File: src/rtl/mac_norm_pkg.sv
// mac_norm_pkg: shared constants and stage payload types for the MAC
// normalizer scheduler (accumulator sum -> half-precision result).
package mac_norm_pkg;

    localparam int SUM_W     = 19;  // two's-complement accumulator sum
    localparam int EXP_W     = 5;   // biased base exponent
    localparam int SIG_W     = 11;  // significand incl. hidden one
    localparam int EXP_BIAS  = 15;
    localparam int EXP_MAX   = 30;  // largest finite biased exponent
    localparam int FRAC_BITS = 13;  // binary point sits below sum bit 13
    localparam int LANE_W    = 2;
    localparam int RES_W     = 16;
    localparam int FLG_W     = 3;

    // o_flags bit positions: {overflow, underflow, zero}
    localparam int FLG_OVF   = 2;
    localparam int FLG_UNF   = 1;
    localparam int FLG_ZERO  = 0;

    // Stage 1 payload: the accepted request as captured from its lane
    typedef struct packed {
        logic [LANE_W-1:0] lane;
        logic [SUM_W-1:0]  sum;
        logic [EXP_W-1:0]  exp;
    } stage_t;

    // Leading-one/shift result, input to rounding and exponent adjust
    typedef struct packed {
        logic [LANE_W-1:0] lane;
        logic              sign;
        logic              force_ovf;  // sum is the most negative value
        logic              is_zero;    // no leading one in bits 17..3
        logic [SIG_W-1:0]  sig;
        logic              grd;
        logic              rnd;
        logic              stk;
        logic signed [6:0] exp_pre;    // exp + exp_diff, before carry
    } norm_t;

endpackage

File: src/rtl/mac_rr_arbiter.sv
// mac_rr_arbiter: round-robin grant among NUM_LANES requesters. The pointer
// moves to the lane after the one granted; grant is suppressed while the
// consumer cannot take a request or reset is asserted.
module mac_rr_arbiter #(
    parameter int NUM_LANES = 4,
    parameter int IDX_W     = 2
) (
    input  logic                 i_clk,
    input  logic                 i_rst,
    input  logic [NUM_LANES-1:0] i_req,
    input  logic                 i_en,
    output logic [NUM_LANES-1:0] o_grant,
    output logic [IDX_W-1:0]     o_grant_idx
);

    logic [IDX_W-1:0] ptr;
    logic [IDX_W-1:0] win;
    logic             found;

    // Search from the pointer, wrapping, for the first requesting lane
    always_comb begin
        int idx;
        idx   = 0;
        found = 1'b0;
        win   = '0;
        for (int off = 0; off < NUM_LANES; off++) begin
            idx = int'(ptr) + off;
            if (idx >= NUM_LANES) idx = idx - NUM_LANES;
            if (!found && i_req[idx]) begin
                found = 1'b1;
                win   = IDX_W'(idx);
            end
        end
    end

    // One-hot grant only when the downstream stage can load
    always_comb begin
        o_grant = '0;
        if (found && i_en && !i_rst) o_grant[win] = 1'b1;
        o_grant_idx = win;
    end

    // Pointer advances past the granted lane on every transfer
    always_ff @(posedge i_clk or posedge i_rst) begin
        if (i_rst)
            ptr <= '0;
        else if (|o_grant)
            ptr <= (win == IDX_W'(NUM_LANES-1)) ? '0 : win + 1'b1;
    end

endmodule

File: src/rtl/mac_norm_scheduler.sv
// mac_norm_scheduler: NUM_LANES accumulator lanes share one normalizer that
// turns a fixed-point sum plus base exponent into an fp16 result.
// Define NORM_PIPE_EN to register between leading-one/shift and
// round/exponent-adjust (latency 3 instead of 2, same results).
module mac_norm_scheduler
    import mac_norm_pkg::*;
#(
    parameter int NUM_LANES = 4
) (
    input  logic                            i_clk,
    input  logic                            i_rst,
    input  logic [NUM_LANES-1:0]            i_req_valid,
    output logic [NUM_LANES-1:0]            o_req_ready,
    input  logic [NUM_LANES-1:0][SUM_W-1:0] i_sum,
    input  logic [NUM_LANES-1:0][EXP_W-1:0] i_exp,
    input  logic                            i_ready,
    output logic                            o_valid,
    output logic [LANE_W-1:0]               o_lane,
    output logic [RES_W-1:0]                o_result,
    output logic [FLG_W-1:0]                o_flags,
    output logic [7:0]                      o_ovf_cnt
);

`ifdef NORM_PIPE_EN
    localparam int STAGES = 3;
`else
    localparam int STAGES = 2;
`endif

    localparam logic signed [6:0] EXP_MAX_S = 7'(EXP_MAX);

    logic [STAGES:1]   vld_pipe;
    logic              out_en;
    logic              s1_en;
    logic              acc;
    logic [LANE_W-1:0] gnt_idx;
    stage_t            s1;
    norm_t             nrm_d;
    norm_t             rin;

    logic [17:0]       mag;
    logic [17:0]       norm;
    logic [4:0]        lz_pos;
    logic              lz_found;
    logic              rnd_up;
    logic [SIG_W:0]    sig_r;
    logic signed [6:0] exp_new;
    logic [RES_W-1:0]  res;
    logic [FLG_W-1:0]  flg;

    // Each stage may load when it is empty or its contents move on
    assign out_en  = ~vld_pipe[STAGES] | i_ready;
`ifdef NORM_PIPE_EN
    logic mid_en;
    assign mid_en  = ~vld_pipe[2] | out_en;
    assign s1_en   = ~vld_pipe[1] | mid_en;
`else
    assign s1_en   = ~vld_pipe[1] | out_en;
`endif
    assign o_valid = vld_pipe[STAGES];
    assign acc     = |o_req_ready;

    mac_rr_arbiter #(
        .NUM_LANES (NUM_LANES),
        .IDX_W     (LANE_W)
    ) u_arb (
        .i_clk       (i_clk),
        .i_rst       (i_rst),
        .i_req       (i_req_valid),
        .i_en        (s1_en),
        .o_grant     (o_req_ready),
        .o_grant_idx (gnt_idx)
    );

    // Stage valids shift forward, each gated by its own enable
    always_ff @(posedge i_clk or posedge i_rst) begin
        if (i_rst) begin
            vld_pipe <= '0;
        end else begin
            if (s1_en) vld_pipe[1] <= acc;
`ifdef NORM_PIPE_EN
            if (mid_en) vld_pipe[2] <= vld_pipe[1];
`endif
            if (out_en) vld_pipe[STAGES] <= vld_pipe[STAGES-1];
        end
    end

    // Stage 1: capture the granted lane's request
    always_ff @(posedge i_clk or posedge i_rst) begin
        if (i_rst)
            s1 <= '0;
        else if (s1_en && acc)
            s1 <= '{lane: gnt_idx, sum: i_sum[gnt_idx], exp: i_exp[gnt_idx]};
    end

    // Magnitude, leading one in 17..3, and left-justify to bit 17
    always_comb begin
        mag      = s1.sum[SUM_W-1] ? (~s1.sum[17:0] + 18'd1) : s1.sum[17:0];
        lz_pos   = '0;
        lz_found = 1'b0;
        for (int b = 3; b <= 17; b++) begin
            if (mag[b]) begin
                lz_pos   = 5'(b);
                lz_found = 1'b1;
            end
        end
        norm             = mag << (5'd17 - lz_pos);
        nrm_d.lane       = s1.lane;
        nrm_d.sign       = s1.sum[SUM_W-1];
        nrm_d.force_ovf  = (s1.sum == 19'h40000);
        nrm_d.is_zero    = ~lz_found;
        nrm_d.sig        = norm[17:7];
        nrm_d.grd        = norm[6];
        nrm_d.rnd        = norm[5];
        nrm_d.stk        = |norm[4:0];
        nrm_d.exp_pre    = 7'(s1.exp) + 7'(lz_pos) - 7'(FRAC_BITS);
    end

`ifdef NORM_PIPE_EN
    norm_t nrm_q;

    // Optional register between shift and rounding
    always_ff @(posedge i_clk or posedge i_rst) begin
        if (i_rst)
            nrm_q <= '0;
        else if (mid_en && vld_pipe[1])
            nrm_q <= nrm_d;
    end
    assign rin = nrm_q;
`else
    assign rin = nrm_d;
`endif

    // Round to nearest even, fold carry into exponent, classify result
    always_comb begin
        rnd_up  = rin.grd & (rin.rnd | rin.stk | rin.sig[0]);
        sig_r   = {1'b0, rin.sig} + (SIG_W+1)'(rnd_up);
        // carry-out leaves 1.000..0 after the right shift, so frac is zero
        exp_new = rin.exp_pre + $signed({6'b0, sig_r[SIG_W]});
        res     = '0;
        flg     = '0;
        if (rin.force_ovf) begin
            res          = {rin.sign, 5'h1F, 10'h0};
            flg[FLG_OVF] = 1'b1;
        end else if (rin.is_zero) begin
            flg[FLG_ZERO] = 1'b1;
        end else if (exp_new > EXP_MAX_S) begin
            res          = {rin.sign, 5'h1F, 10'h0};
            flg[FLG_OVF] = 1'b1;
        end else if (exp_new <= 7'sd0) begin
            res          = {rin.sign, 15'h0};
            flg[FLG_UNF] = 1'b1;
        end else begin
            res = {rin.sign, exp_new[4:0], sig_r[SIG_W] ? 10'h0 : sig_r[9:0]};
        end
    end

    // Output stage: holds while the downstream stalls
    always_ff @(posedge i_clk or posedge i_rst) begin
        if (i_rst) begin
            o_lane   <= '0;
            o_result <= '0;
            o_flags  <= '0;
        end else if (out_en && vld_pipe[STAGES-1]) begin
            o_lane   <= rin.lane;
            o_result <= res;
            o_flags  <= flg;
        end
    end

    // Count delivered overflow results, saturating
    always_ff @(posedge i_clk or posedge i_rst) begin
        if (i_rst)
            o_ovf_cnt <= '0;
        else if (o_valid && i_ready && o_flags[FLG_OVF] && o_ovf_cnt != 8'hFF)
            o_ovf_cnt <= o_ovf_cnt + 8'd1;
    end

endmodule

File: config.mk
export PLATFORM = sky130hd
export DESIGN_NAME = mac_norm_scheduler
export DESIGN_NICKNAME = d
export VERILOG_FILES = /design/src/rtl/mac_norm_pkg.sv /design/src/rtl/mac_rr_arbiter.sv /design/src/rtl/mac_norm_scheduler.sv
export SDC_FILE = /design/constraint.sdc
export NUM_CORES = 1
export LEC_CHECK = 0
export ABC_AREA = 1
export CAP_MARGIN = 20
export CORE_AREA = 2 2 107 109
export CTS_CLUSTER_DIAMETER = 50
export DETAILED_ROUTE_END_ITERATION = 6
export DIE_AREA = 0 0 109 111
export HOLD_SLACK_MARGIN = 0.05
export PLACE_DENSITY = 0.81
export SLEW_MARGIN = 10
export SYNTH_ARGS = -nofsm -noshare
export SYNTH_HDL_FRONTEND = slang
export SYNTH_SLANG_ARGS = --single-unit
File: constraint.sdc
create_clock -name i_clk -period 7.2 [get_ports i_clk]
set_input_delay 1.44 -clock i_clk [delete_from_list [all_inputs] [get_ports i_clk]]
set_output_delay 1.44 -clock i_clk [all_outputs]
set_load 0.03 [all_outputs]
-- Word-level counts from Yosys, hierarchy flattened
Cells that the tools add are included.
- bits in read-only memories: 0
- output and inout port bits: 34
- logic and storage cells: 141
- register bits: 59
- bits in latches: 0
- memories kept: 0
- RAM bits: 0
- input bits: 103
- equality and inequality tests: 3
- bitwise gates (word level): 8
- div/mod/pow operators: 0
- magnitude comparators: 12
- $add $sub $neg: 15
- multiplexer cells: 75
- reduce and logical (&&, ||, !) cells: 17
- shift operators: 1
- $mul: 0
- operators with widths (operator ; count):
    less-than comparator 32 x 4 -> 1 bit, second input constant ; 4
    two-way mux 32 bit ; 4
    >= comparator 32 x 4 -> 1 bit, second input constant ; 3
    subtractor 32 x 4 -> 32 bit, second input constant ; 3
    two-way mux 5 bit ; 15
    binary-select mux 19 bit (select 2 bit) ; 1
    two-way mux 1 bit ; 33
    two-way mux 16 bit ; 2
    two-way mux 15 bit ; 2
    equality test 19 bit, second input constant ; 1
    two-way mux 19 bit ; 1
    adder 18 x 1 -> 18 bit, second input constant ; 1
    two-way mux 18 bit ; 1
    inverter 18 bit ; 1
    << shifter 18 x 5 -> 18 bit ; 1
    two-way mux 2 bit ; 8
    adder 11 x 1 -> 12 bit ; 1
    logical AND 1 bit ; 11
    binary-select mux 5 bit (select 2 bit) ; 1
    two-way mux 10 bit ; 1
    adder 8 x 1 -> 8 bit, second input constant ; 1
    binary-select mux 1 bit (select 2 bit) ; 4
    != test 8 bit, second input constant ; 1
    adder 7 x 2 -> 7 bit ; 1
    other kinds (21) ; 29

-- Logic depth before layout (Yosys ltp)
Gate-level depths: netlist (run 1).
- depth after elaboration: 31
- mapped depth: 47
- depth with buffers taken out: 47

-- Modules after synthesis
A second synthesis (run 1) with hierarchy kept.
- cells, all modules: 838
- area, all modules: 5520.3 µm²
- by module, submodules not included (module ; seq. area each (µm²) ; times used ; cells an instance ; area each (µm²)):
    mac_norm_scheduler ; 1426.4 ; 1 ; 758 ; 4996.0
    mac_rr_arbiter ; 50.0 ; 1 ; 80 ; 524.3

-- Least setup slack after synthesis (run 1)
Ideal clock, no wire load.
- kind: reg-to-reg
- start point: register s1[5] (netlist name)
- end point: register o_result[0]
- required time: 7.135 ns
- clock period less this slack: 5.845 ns
- arrival: 5.780 ns
- cell stages (with the launch flop): 35
- path slack: 1.355 ns
- path buffers: 3
- setup time: 0.065 ns
- path through: dfrtp_1 inv_1 ha_1 nand2_1 nor3_4 nand3_2 o21ai_2 xor2_2 inv_2 nor2_8 nand2_4 buf_6 ha_1 clkbuf_1 clkinv_1 clkbuf_1 nand3_1 nand3_1 nand2_2 nand2_2 nor2_4 nand4_1 ha_1 inv_1 ha_1 inv_1 fa_1 o21ai_0 xor2_1 o21ai_0 nor3_1 inv_1 nor2_2 nand2_1 nand2_1
- cells in the longest elaborated chain, start to end: 31
- elaborated cells between the ends (all ways): 51
- classes of those cells: add/sub (6); order compare (2); eq/ne (1); shift (1); mux (36); bitwise (4); reduce/logical (1)
- RTL lines (item ; line ; source):
    start, declared ; mac_norm_scheduler.sv:37 ; stage_t s1;
    start signal, assigned ; mac_norm_scheduler.sv:93 ; s1 <= '{lane: gnt_idx, sum: i_sum[gnt_idx], exp: i_exp[gnt_idx]};
    inverter 18 bit ; mac_norm_scheduler.sv:98 ; mag = s1.sum[SUM_W-1] ? (~s1.sum[17:0] + 18'd1) : s1.sum[17:0];
    adder 18 x 1 -> 18 bit ; mac_norm_scheduler.sv:98 ;
    two-way mux 18 bit ; mac_norm_scheduler.sv:98 ;
    two-way mux 2 bit ; mac_norm_scheduler.sv:102 ; if (mag[b]) begin
    two-way mux 5 bit (14 in a row) ; mac_norm_scheduler.sv:102 ;
    subtractor 5 bit ; mac_norm_scheduler.sv:107 ; norm = mag << (5'd17 - lz_pos);
    << shifter 18 x 5 -> 18 bit ; mac_norm_scheduler.sv:107 ;
    OR reduction 5 bit ; mac_norm_scheduler.sv:115 ; nrm_d.stk = |norm[4:0];
    OR 1 bit (2 in a row) ; mac_norm_scheduler.sv:136 ; rnd_up = rin.grd & (rin.rnd | rin.stk | rin.sig[0]);
    AND 1 bit ; mac_norm_scheduler.sv:136 ;
    adder 11 x 1 -> 12 bit ; mac_norm_scheduler.sv:137 ; sig_r = {1'b0, rin.sig} + (SIG_W+1)'(rnd_up);
    adder 7 x 2 -> 7 bit ; mac_norm_scheduler.sv:139 ; exp_new = rin.exp_pre + $signed({6'b0, sig_r[SIG_W]});
    less-or-equal comparator 7 x 1 -> 1 bit ; mac_norm_scheduler.sv:150 ; end else if (exp_new <= 7'sd0) begin
    two-way mux 15 bit ; mac_norm_scheduler.sv:150 ;
    two-way mux 15 bit ; mac_norm_scheduler.sv:147 ; end else if (exp_new > EXP_MAX_S) begin
    two-way mux 16 bit ; mac_norm_scheduler.sv:145 ; end else if (rin.is_zero) begin
    two-way mux 16 bit (*) ; mac_norm_scheduler.sv:142 ; if (rin.force_ovf) begin
    end signal, assigned ; mac_norm_scheduler.sv:166 ; o_result <= res;
    end, declared ; mac_norm_scheduler.sv:19 ; output logic [RES_W-1:0] o_result,
Every way passes the cells marked *; elsewhere a longest branch is shown, timed or not.
A chain may end at the register's enable or synchronous reset.

-- Worst setup path after layout (run 1)
- start point: register s1[5] (netlist name)
- end point: register o_result[1]
Same word-level chain as after synthesis.

==> results.py, run 1 <==
metrics = {
    "outcome": {
        "outcome": "finished, final reports clean",
    },
    "layout": {
        "nets": 1069,
        "diodes": 0,
        "drive_gt1_share_pct": 9.66,
        "area_delta_synth_final_pct": 32.3,
        "layoutNonFillerInstCount": 1095,
        "regArea_sq_um": 1480,
        "fill_cells": 996,
        "multi_input_area_sq_um": 3420,
    },
    "logic_synthesis": {
        "yosysMostFrequentCell": "nand2_1",
        "yosysTopAreaCell": "dfrtp_1",
        "ys_async_sr_fraction_pct": 100,
        "yosysUniqueCellTypes": 54,
        "ys_ff_latch": 59,
        "synthTopCellsByArea": "dfrtp_1, nand2_1, nand3_1",
        "yosysWarnings": 0,
        "ys_seq_area_share_pct": 27.3,
        "syn_area_per_cell_sq_um": 6.57,
        "synth_top_area_share_pct": 27.3,
        "syn_nets": 946,
        "synthCells": 824,
        "synth-edff-count": 0,
        "synth_ff_type": "dfrtp_1",
        "netlist_area_sq_um": 5420,
        "netlist_top_cells_count": "nand2_1, nand3_1, inv_1, nor2_1, o21ai_0",
    },
    "global_route": {
        "grt_start_max_net_pins": 60,
        "antenna_found_initial": 0,
        "grt_usage_pct": 26.5,
        "overflow": 0,
        "first_global_vias": 5648,
        "grt_pass1_wl_mm": 25.8,
    },
    "detailed_routing": {
        "route.detailed.drc": 0,
        "wl_met2_mm": 7.14,
        "dr_wl_met3_um": 860,
        "drt_iter0_markers": 256,
        "dr.pass1.iters": 5,
        "postRouteAntennaNets": 0,
        "wirelength_met1_mm": 6.54,
        "num_vias": 5817,
        "top_layer": "met4",
        "via_per_inst": 5.31,
        "wl_per_cell_um": 13.7,
        "wl_mm": 15.0,
    },
    "timing": {
        "tns_ns": 0,
        "rsz0062_at_grt": "no",
        "period_share_pct": 90.4,
        "finalClockSkew_ns": 0.00788,
        "slew_violations": 0,
        "maxSlewHeadroom_pct": 52.1,
        "final-setup-viol-count": 0,
        "hold_viol": 0,
        "fin_crit_ns": 6.51,
        "worstMarginPinSlew_ns": 0.719,
        "fmax_mhz": 154,
    },
    "floorplan": {
        "dieArea_sq_um": 12100,
        "ioPinCount": 137,
        "core_sq_um": 11100,
        "die_height_um": 111,
        "die_x_um": 109,
        "start_util_pct": 48.9,
        "placementRows": 39,
    },
    "placed_design": {
        "dp_cells": 1079,
        "dpl.hpwl_mm": 11.9,
        "gp_congestion": 0.930,
        "port_buffers": 136,
    },
    "cts": {
        "hold_buffers": 0,
        "h-tree-depth": 3,
        "cts_sinks": 59,
        "clk_pin_slew_ns": 0.06,
        "worstSkewPairLatency_ns": 0.33,
        "cts_tree": "yes",
        "cts_buffer_depth": 2,
        "cts-root-buf": "clkbuf_16",
        "cts_buffers": 9,
    },
    "critical_path": {
        "critPathRequiredTime_ns": 7.47,
        "critPathMaxFanout": 20,
        "endpoint_kind": "flop",
        "startpoint_type": "flop",
        "timing.rr.start": "s1[5]",
        "crit_buf_inv": 6,
        "critical_path.slowest_cell": "ha_2",
        "crit_type": "reg2reg",
        "critPathLaunch": "s1[5]",
        "path_delay_family": "simple AND/OR/NAND/NOR gates",
        "crit_path_frequent_cell": "inv_1",
        "cpPeakStageDelay_ns": 0.60,
        "arrival_ns": 6.78,
    },
    "job": {
        "drv_cap": 0,
    },
    "min_path": {
        "hold_path_class": "reg2reg",
        "hold_path_startpoint": "o_result[4]",
    },
}
-- what timing repair did --
action	4_1_cts	5_1_grt
resized for setup	0	2
buffers inserted	0	0
setup endpoints to repair	0	14
-- final timing paths --
path,endpoint,slack [ns],cells after the start
min reg2reg,o_result[4],0.49,2
min,o_result[4],0.49,2
max,o_result[1],0.69,31
min in group asynchronous,nrm_d[24],1.76,3
max reg2reg,o_result[1],0.69,31
max in group asynchronous,o_ovf_cnt[6],4.96,3
-- state kept, by name, indices dropped and copies added (netlist names) --
signal     flops
s1            23
o_result      16
o_ovf_cnt      8
nrm_d          3
u_arb.ptr      2
vld_pipe       2
o_flags        3
o_lane         2
-- cell usage in the layout, fill, tap and decap left out, types with 6 or more instances in the layout --
cell | netlist | final
inv_1 | 85 | 84
dfrtp_1 | 59 | 59
a21oi_1 | 19 | 19
o311ai_0 | 6 | 6
buf_4 | 2 | 9
inv_2 | 8 | 9
nand4_1 | 7 | 7
o21ai_1 | 6 | 6
xor2_1 | 16 | 16
ha_1 | 18 | 17
nor3_1 | 10 | 10
o22ai_1 | 15 | 15
nand3_2 | 10 | 10
nand2_1 | 210 | 210
clkbuf_16 | 0 | 9
nor2_1 | 85 | 85
nand3_1 | 88 | 88
nand2_2 | 16 | 16
clkdlybuf4s50_1 | 0 | 134
o21ai_0 | 79 | 79
-- per-layer routing --
layer | vias up | track usage, %
li1 | 2945 | -
met1 | 2637 | 34.5
met2 | 196 | 42.4
met3 | 39 | 5.35
met4 | 0 | 11.1
met5 | - | 0
-- cells by family (layout without fill, tap and decap cells) --
family | Yosys count | count (layout) | synth area share [%]
compound gates | 140 | 140 | 14.6
mux | 2 | 2 | 0.393
fa+ha+maj | 19 | 19 | 4.53
xor+xnor | 27 | 27 | 5.41
flops | 59 | 59 | 27.3
buf+inv | 128 | 256 | 9.61
simple gates | 449 | 449 | 38.2
-- worst min-delay path, cell delays in order (launching register included) --
cell and delay, ns:
dfrtp_1 0.34, nand2_1 0.05, o21ai_1 0.06
-- stage by stage --
step / setup slack [ns] / cell area, sq um / hold WS (ns) / util (%)
after CTS: 0.393 / 7160 / 0.488 / 64.6
final: 0.693 / 7160 / 0.487 / 64.7
after floorplan: 1.35 / 5420 / 0.455 / -
after detailed placement: 0.442 / 6860 / 0.470 / 61.9
after global routing: 0.0419 / 7160 / 0.513 / 64.7
after global placement: 0.673 / 6860 / 0.471 / 61.9
-- final cells by class --
class / instances / area share (%)
multi-input cells: 637 / 47.8
flip-flops and latches: 59 / 20.6
repair buffers: 143 / 19.7
inverters: 97 / 5.24
clock buffers: 9 / 3.14
well taps: 143 / 2.50
clock inverters: 7 / 1.08
Power of run 1 is not shown: default switching activity piles up to over one toggle a cycle in this logic, so the estimate is an artifact.
==> inputs of run 2 (changes only) <==
--- a/config.mk
+++ b/config.mk
@@ -7,12 +7,12 @@
 export LEC_CHECK = 0
 export ABC_AREA = 1
 export CAP_MARGIN = 20
-export CORE_AREA = 2 2 107 109
+export CORE_AREA = 2 2 149 78
 export CTS_CLUSTER_DIAMETER = 50
 export DETAILED_ROUTE_END_ITERATION = 6
-export DIE_AREA = 0 0 109 111
+export DIE_AREA = 0 0 151 80
 export HOLD_SLACK_MARGIN = 0.05
-export PLACE_DENSITY = 0.81
+export PLACE_DENSITY = 0.82
 export SLEW_MARGIN = 10
 export SYNTH_ARGS = -nofsm -noshare
 export SYNTH_HDL_FRONTEND = slang
==> results.py, run 2 (synthesized netlist as in run 1, its figures left out) <==
metrics = {
    "critical_path": {
        "critPathRequiredTime_ns": 7.47,
        "critPathMaxFanout": 20,
        "cpPeakStageDelay_ns": 0.43,
        "critical_path.slowest_cell": "dfrtp_1",
        "startpoint_type": "flop",
        "arrival_ns": 6.76,
        "endpoint_kind": "flop",
        "crit_type": "reg2reg",
    },
    "detailed_routing": {
        "route.detailed.drc": 0,
        "dr.pass1.iters": 5,
        "drt_iter0_markers": 562,
        "wl_per_cell_um": 14.8,
        "postRouteAntennaNets": 0,
        "via_per_inst": 5.41,
        "num_vias": 5944,
        "wl_mm": 16.2,
    },
    "timing": {
        "finalClockSkew_ns": 0.00522,
        "tns_ns": 0,
        "worstMarginPinSlew_ns": 0.745,
        "hold_viol": 0,
        "final-setup-viol-count": 0,
        "period_share_pct": 90.3,
        "maxSlewHeadroom_pct": 50.3,
        "fmax_mhz": 154,
        "slew_violations": 0,
        "fin_crit_ns": 6.50,
        "rsz0062_at_grt": "no",
    },
    "cts": {
        "clk_pin_slew_ns": 0.05,
        "cts_tree": "yes",
        "postCtsSetupBuffers": 0,
        "hold_buffers": 0,
        "worstSkewPairLatency_ns": 0.33,
        "cts_buffers": 9,
        "cts-root-buf": "clkbuf_16",
        "cts_sinks": 59,
        "h-tree-depth": 3,
        "cts_resized": 0,
        "cts_buffer_depth": 2,
    },
    "floorplan": {
        "dieArea_sq_um": 12100,
        "core_sq_um": 10700,
        "ioPinCount": 137,
        "start_util_pct": 50.4,
        "placementRows": 27,
        "die_x_um": 151,
        "die_height_um": 80,
    },
    "placed_design": {
        "gp_congestion": 1.06,
        "dpl.hpwl_mm": 12.7,
        "port_buffers": 136,
        "placed_area_sq_um": 6870,
    },
    "layout": {
        "diodes": 0,
        "final_common_cell": "nand2_1",
        "nets": 1070,
        "layout_common_cells": "nand2_1, clkdlybuf4s50_1, nand3_1",
        "regMostFlops": "s1",
        "reg_top3": "s1 x23, o_result x16, o_ovf_cnt x8",
        "drive_gt1_share_pct": 9.55,
        "fill_cells": 940,
        "largest_reg_flops": 23,
        "area_delta_synth_final_pct": 32.8,
        "regArea_sq_um": 1480,
        "finalInstanceArea_sq_um": 7190,
        "multi_input_area_sq_um": 3420,
    },
    "outcome": {
        "outcome": "finished, final reports clean",
    },
    "global_route": {
        "overflow": 0,
        "grt_pass1_wl_mm": 26.8,
        "grt_usage_pct": 28.2,
        "first_global_vias": 5445,
        "antenna_found_initial": 0,
        "grt_start_max_net_pins": 60,
    },
    "min_path": {
        "hold_path_class": "reg2reg",
    },
    "job": {
        "drv_cap": 0,
    },
}
==> run 2: changes by cell type in the layout (fill, tap and decap cells not counted) <==
cell / change
ha_1: +1
buf_4: +1
clkinv_4: -2
inv_6: -1
clkbuf_8: +1
ha_2: -1
bufinv_16: +1
clkinv_1: +1
==> run 2: worst paths after layout <==
kind	start	endpoint	slack [ns]	depth (start not counted)
max in group asynchronous	i_rst	s1[13]	5.03	3
hold / removal	o_result[6]	o_result[6]	0.47	2
min in group asynchronous	i_rst	vld_pipe[2]	1.69	3
setup / recovery	s1[5]	o_result[6]	0.70	32
hold reg to reg	o_result[6]	o_result[6]	0.47	2
setup reg to reg	s1[5]	o_result[6]	0.70	32
==> run 2: area by class of cell <==
type	instances	share of cell area, %
timing repair buffer	144	19.7
multi-input combinational	637	47.5
clock buffer	10	3.32
inverter	97	5.17
clock inverter	6	1.23
tap	145	2.52
sequential	59	20.5
==> run 2: routing by layer <==
| layer | GRT usage (%) | vias to the layer above | share of wire [%] | wire [um] |
|---|---|---|---|---|
| met3 | 6.69 | 19 | 9.8 | 1600 |
| met2 | 40.1 | 281 | 39 | 6380 |
| met5 | 0 | - | 0 | 0 |
| li1 | - | 2946 | - | - |
| met1 | 43.2 | 2698 | 50 | 8120 |
| met4 | 4.58 | 0 | 0.71 | 115 |
==> run 2: per-stage QoR <==
step | hold slack (ns) | cells | utilization, % | worst slack, ns
3_5_place_dp | 0.465 | 1082 | 63.9 | 0.898
3_3_place_gp | 0.469 | 1082 | 63.9 | 0.979
5_1_grt | 0.493 | 1098 | 67.0 | 0.268
6_report | 0.475 | 1098 | 67.0 | 0.701
2_1_floorplan | 0.455 | 824 | - | 1.35
4_1_cts | 0.480 | 1098 | 67.0 | 0.814
==> run 2: critical path, delay by kind of cell (launching register included) <==
kind                     cells  cell delay, ns
adder cells (fa/ha/maj)      5            1.40
flip-flops                   1            0.43
AND/OR/NAND/NOR             15            2.44
buffers and inverters        7            0.98
AO/OA/AOI/OAI                3            0.62
XOR/XNOR                     2            0.55
Power of run 2 is left out for the same reason.
